$ cat src/rtl/ramb_nibble_serializer.sv
// Reads a run of nibbles from the 4-bit port of the dual-width block RAM and
// plays them back as an LSB-first serial stream with a valid/ready handshake.
module ramb_nibble_serializer #(
    parameter int ADDR_W = 10,
    parameter int NIB_W  = 4
) (
    input  logic              CLKA,
    input  logic              RSTB,
    input  logic              START,
    input  logic [ADDR_W-1:0] START_ADDR,
    input  logic [ADDR_W:0]   LENGTH,
    output logic              BUSY,
    output logic              DONE,
    output logic              RAM_EN,
    output logic [ADDR_W-1:0] RAM_ADDR,
    input  logic [NIB_W-1:0]  RAM_DO,
    output logic              BIT_OUT,
    output logic              BIT_VALID,
    input  logic              BIT_READY,
    output logic              BIT_LAST
);

    localparam int CW = $clog2(NIB_W + 1);
    localparam int BW = ADDR_W + 1 + $clog2(NIB_W);
    localparam logic [CW-1:0] SH_FULL = CW'(NIB_W);

    typedef enum logic [1:0] {
        IDLE = 2'd0,
        RUN  = 2'd1,
        FIN  = 2'd2
    } state_t;

    state_t              state_r,      state_s;
    logic [ADDR_W-1:0]   addr_r,       addr_s;
    logic [ADDR_W:0]     rd_left_r,    rd_left_s;
    logic [BW-1:0]       bits_total_r, bits_total_s;
    logic [NIB_W-1:0]    sh_r,         sh_s;
    logic [CW-1:0]       sh_cnt_r,     sh_cnt_s;
    logic [NIB_W-1:0]    nxt_r,        nxt_s;
    logic                nxt_v_r,      nxt_v_s;
    logic                rd_pend_r,    rd_pend_s;
    logic                busy_r,       busy_s;
    logic                done_r,       done_s;
    logic                ram_en_r,     ram_en_s;
    logic [ADDR_W-1:0]   ram_addr_r,   ram_addr_s;
    logic                bit_out_r,    bit_out_s;
    logic                bit_valid_r,  bit_valid_s;
    logic                bit_last_r,   bit_last_s;
    logic                consume_s;
    logic                sh_empty_s;

    // Next-state logic; outputs are predicted from next state so they can be registered.
    always_comb begin
        state_s      = state_r;
        addr_s       = addr_r;
        rd_left_s    = rd_left_r;
        bits_total_s = bits_total_r;
        sh_s         = sh_r;
        sh_cnt_s     = sh_cnt_r;
        nxt_s        = nxt_r;
        nxt_v_s      = nxt_v_r;
        rd_pend_s    = rd_pend_r;

        consume_s  = (sh_cnt_r != {CW{1'b0}}) && BIT_READY;
        sh_empty_s = (sh_cnt_r == {CW{1'b0}}) || (consume_s && (sh_cnt_r == CW'(1)));

        if (consume_s) begin
            sh_s         = sh_r >> 1;
            sh_cnt_s     = sh_cnt_r - CW'(1);
            bits_total_s = bits_total_r - BW'(1);
        end else begin
            sh_s         = sh_r;
        end

        // The issue rule keeps rd_pend and nxt_v from ever being set together.
        if (rd_pend_r) begin
            rd_pend_s = 1'b0;
            if (sh_empty_s) begin
                sh_s     = RAM_DO;
                sh_cnt_s = SH_FULL;
            end else begin
                nxt_s    = RAM_DO;
                nxt_v_s  = 1'b1;
            end
        end else if (nxt_v_r && sh_empty_s) begin
            sh_s     = nxt_r;
            sh_cnt_s = SH_FULL;
            nxt_v_s  = 1'b0;
        end else begin
            rd_pend_s = 1'b0;
        end

        if (ram_en_r) begin
            addr_s    = addr_r + ADDR_W'(1);
            rd_left_s = rd_left_r - (ADDR_W + 1)'(1);
            rd_pend_s = 1'b1;
        end else begin
            addr_s    = addr_s;
        end

        case (state_r)
            IDLE: begin
                if (START) begin
                    if (LENGTH != {(ADDR_W + 1){1'b0}}) begin
                        state_s      = RUN;
                        addr_s       = START_ADDR;
                        rd_left_s    = LENGTH;
                        bits_total_s = BW'(LENGTH) * BW'(NIB_W);
                    end else begin
                        state_s      = FIN;
                    end
                end else begin
                    state_s = IDLE;
                end
            end
            RUN: begin
                if (consume_s && (bits_total_r == BW'(1))) begin
                    state_s = FIN;
                end else begin
                    state_s = RUN;
                end
            end
            FIN:     state_s = IDLE;
            default: state_s = IDLE;
        endcase

        ram_en_s    = (state_s == RUN) && (rd_left_s != {(ADDR_W + 1){1'b0}}) &&
                      !nxt_v_s && !rd_pend_s;
        ram_addr_s  = ram_en_s ? addr_s : ram_addr_r;
        bit_valid_s = (sh_cnt_s != {CW{1'b0}});
        bit_out_s   = sh_s[0];
        bit_last_s  = bit_valid_s && (bits_total_s == BW'(1));
        busy_s      = (state_s == RUN);
        done_s      = (state_s == FIN);
    end

    // State and output registers with synchronous reset.
    always_ff @(posedge CLKA) begin
        if (RSTB) begin
            state_r      <= IDLE;
            addr_r       <= {ADDR_W{1'b0}};
            rd_left_r    <= {(ADDR_W + 1){1'b0}};
            bits_total_r <= {BW{1'b0}};
            sh_r         <= {NIB_W{1'b0}};
            sh_cnt_r     <= {CW{1'b0}};
            nxt_r        <= {NIB_W{1'b0}};
            nxt_v_r      <= 1'b0;
            rd_pend_r    <= 1'b0;
            busy_r       <= 1'b0;
            done_r       <= 1'b0;
            ram_en_r     <= 1'b0;
            ram_addr_r   <= {ADDR_W{1'b0}};
            bit_out_r    <= 1'b0;
            bit_valid_r  <= 1'b0;
            bit_last_r   <= 1'b0;
        end else begin
            state_r      <= state_s;
            addr_r       <= addr_s;
            rd_left_r    <= rd_left_s;
            bits_total_r <= bits_total_s;
            sh_r         <= sh_s;
            sh_cnt_r     <= sh_cnt_s;
            nxt_r        <= nxt_s;
            nxt_v_r      <= nxt_v_s;
            rd_pend_r    <= rd_pend_s;
            busy_r       <= busy_s;
            done_r       <= done_s;
            ram_en_r     <= ram_en_s;
            ram_addr_r   <= ram_addr_s;
            bit_out_r    <= bit_out_s;
            bit_valid_r  <= bit_valid_s;
            bit_last_r   <= bit_last_s;
        end
    end

    assign BUSY      = busy_r;
    assign DONE      = done_r;
    assign RAM_EN    = ram_en_r;
    assign RAM_ADDR  = ram_addr_r;
    assign BIT_OUT   = bit_out_r;
    assign BIT_VALID = bit_valid_r;
    assign BIT_LAST  = bit_last_r;

endmodule

$ cat config.mk
export PLATFORM = sky130hd
export DESIGN_NAME = ramb_nibble_serializer
export DESIGN_NICKNAME = d
export VERILOG_FILES = /design/src/rtl/ramb_nibble_serializer.sv
export SDC_FILE = /design/constraint.sdc
export NUM_CORES = 1
export LEC_CHECK = 0
export BUFFER_PORTS_ARGS = -buffer_cell sky130_fd_sc_hd__buf_4
export CORE_ASPECT_RATIO = 1.5
export CORE_MARGIN = 3
export CORE_UTILIZATION = 33
export CTS_CLUSTER_SIZE = 14
export DETAILED_ROUTE_END_ITERATION = 12
export PLACE_DENSITY = 0.56
export SYNTH_ARGS = -nofsm -noshare
export SYNTH_HDL_FRONTEND = slang
export SYNTH_SLANG_ARGS = --single-unit
$ cat constraint.sdc
create_clock -name CLKA -period 3.4 [get_ports CLKA]
set_input_delay 0.17 -clock CLKA [delete_from_list [all_inputs] [get_ports CLKA]]
set_output_delay 0.17 -clock CLKA [all_outputs]
set_load 0.01 [all_outputs]
==> results.cfg <==
[outcome]
status = finished, final reports clean

[setup_path]
cpPeakStageDelay_ns = 0.59
cp_max_fo = 8
critPathRequiredTime_ns = 3.59
critical-path-top-delay-family = simple AND/OR/NAND/NOR gates
path_cells = inv_1 -> ha_1 -> ha_1 -> nor4b_1 -> nand2_1 -> or3_1 -> xor2_1 -> a41oi_1 -> a2111oi_0
start_kind = flop
crit_type = flop to flop
crit_path_end_kind = flop
r2r_slack_ns = 0.34
crit_path_frequent_cell = ha_1
crit_buf_inv = 1
slowest_stage = nor4b_1
arrival_ns = 3.25

[cells_and_area]
fill_cells = 990
antenna_cells = 0
layout_commonest_cell = dfxtp_1
mostFrequentLayoutCells = 64 x dfxtp_1, 51 x buf_4, 38 x nand2_1, 33 x nor2_1, 26 x a21oi_1
nNetsFinal = 463
syn2layout_area_growth_pct = 23.1
drive_above_1_share_pct = 19.4

[clock_tree]
cts_tree = yes
clk_pin_slew_worst_paths_ns = 0.06
clk_latency_ns = 0.32
cts.htree.levels = 3
cts_hold_buf = 0
clockBufferDepth = 2
post_cts.repair.setup_buffers = 0
cts_sinks = 64
cts-buffers-inserted = 9
cts_resized = 0
ctsRootBufferMaster = clkbuf_16

[synthesis]
ys.flop_type = dfxtp_1
synth_fp_nets = 420
synthXorXnorAreaFrac_pct = 8.50
ys_seq_elements = 64
netlist.area_leader.share_pct = 38.8
synthCells = 384
synth_compound_area_share_pct = 14.6
synth_top_family_by_area = simple AND/OR/NAND/NOR gates
yosysWarnings = 0
seq_area_frac_synth_pct = 38.8
synth_cell_types = 57
synth.avg_cell_area_um2 = 8.59
synthTopCellsByArea = dfxtp_1 39%, xnor2_1 5.0%, nand2_1 4.3%
synthesis.area_um2 = 3300
synth-simple-area-share_pct = 26.4
synth.largest_area_cell = dfxtp_1
yosys.area_share.adder_pct = 2.96
synth_mux_area_share_pct = 4.74
synth_edf_count = 0
async_flop_share_pct = 0

[min_path]
hp-class = input port to flop

[sta]
tns_ns = 0
finalSetupViolCount = 0
period_needed_ns = 3.06
min_period_over_period_pct = 89.9
slew-limit-headroom_pct = 48.7
rsz0062_at_grt = false
setup_slack_ns = 0.345
slew_viol_final = 0
hold_slack_ns = 0.111
skew_ns = 0.00604
fmax_mhz = 327
hold_violations = 0
worstMarginPinSlew_ns = 0.770

[drt]
via_count = 2850
drtAntennaViolNets = 0
drt-pass1-iter-count = 4
drc = 0
viasPerCell = 5.21
initialDrtViolationCount = 134
wirelength_um = 8060
wl_per_cell_um = 14.7

[floorplan]
die_area_um2 = 11300
ios = 45
die_w_um = 87.6
coreArea_um2 = 9690
start_util_pct = 34.0
die_h_um = 128
rows = 44

[placement]
dp_slack_ns = 0.330
gp_congestion = 0.798
hpwl_um = 5990
portBuffers = 44

[grt]
grt_pass1_wl_um = 13200
grt_pass1_vias = 2763
gr-total-overflow = 0
antenna_found_initial = 0
grt_max_degree = 56
grtUsageTotal_pct = 15.1

[job]
max-cap-violations = 0

[power]
power.total_w = 0.00289
powerDensity_nw_per_um2 = 713
p_leak_nw = 1.55
vdd_drop_max_mv = 0.380
logic make-up (layout without fill, tap and decap cells):
logic type | count (synthesis) | count (layout)
adders and majority gates | 8 | 8
xor gates and xnor gates | 32 | 32
and+or+nand+nor | 167 | 167
muxes | 11 | 11
DFF | 64 | 64
buffers and inverters | 29 | 77
AOI/OAI and AO/OA | 73 | 73
Yosys cell counts (2+ instances only):
| cell | number |
|---|---|
| dfxtp_1 | 64 |
| nand2_1 | 38 |
| nor2_1 | 33 |
| a21oi_1 | 26 |
| nor3_1 | 19 |
| xnor2_1 | 19 |
| nor2b_1 | 18 |
| xor2_1 | 13 |
| a211oi_1 | 11 |
| nand3_1 | 11 |
| inv_1 | 10 |
| mux2_4 | 9 |
| nand4_1 | 8 |
| clkbuf_1 | 7 |
| ha_1 | 7 |
| o21bai_1 | 7 |
| o21ai_0 | 6 |
| buf_2 | 5 |
| nor4_1 | 5 |
| a31oi_1 | 4 |
| and3_1 | 4 |
| buf_1 | 4 |
| nand3b_1 | 4 |
| nor3b_1 | 4 |
| or3_1 | 4 |
| or4_1 | 4 |
| and2_1 | 3 |
| nand2b_1 | 3 |
| o221ai_1 | 3 |
| or2_2 | 3 |
| a2111oi_0 | 2 |
area by class of cell:
type / instances / area [um2] / area share, %
clock inverters: 7 / 96.3 / 2.37
repair buffers: 51 / 383 / 9.43
inverters: 10 / 37.5 / 0.925
clock buffers: 9 / 225 / 5.55
well taps: 115 / 144 / 3.55
flip-flops and latches: 64 / 1280 / 31.6
multi-input cells: 291 / 1890 / 46.6
sequential cells by signal, summed over array words and instances (netlist names):
register	flops
bits_total_r	13
rd_left_r	11
RAM_ADDR	10
addr_r	10
nxt_r	4
sh_r	4
sh_cnt_r	3
state_r	2
BIT_LAST	1
BIT_VALID	1
BUSY	1
DONE	1
RAM_EN	1
nxt_v_r	1
rd_pend_r	1
worst min-delay path, cell delays in order:
cell and delay, ns:
buf_4 0.11, nand3_1 0.05, a21oi_1 0.05
power breakdown:
part,total (W),switching (W),internal [W]
combinational,0.000935,0.000508,0.000428
sequential,0.000970,0.000104,0.000866
clock,0.000987,0.000346,0.000641
total,0.00289,0.000958,0.00193
per-stage QoR:
step / cells / area (um2) / utilization [%]
finish: 547 / 4060 / 41.9
global route: 547 / 4060 / 41.9
CTS: 547 / 4060 / 41.9
detailed placement: 531 / 3740 / 38.6
global placement: 531 / 3740 / 38.6
floorplan: 384 / 3300 / -
worst paths after layout:
kind / to / depth (start not counted) / from
max: BIT_LAST / 9 / sh_cnt_r[0]
max reg2reg: BIT_LAST / 9 / sh_cnt_r[0]
min: nxt_r[2] / 3 / RAM_DO[2]
min reg2reg: nxt_r[2] / 2 / nxt_r[2]
layer usage:
metal / wire [um] / track usage [%]
met5: 0 / 0
met4: 82 / 4.25
met3: 438 / 4.36
met2: 4210 / 26.6
met1: 3330 / 17.4
(Power assumes the default switching activity.)
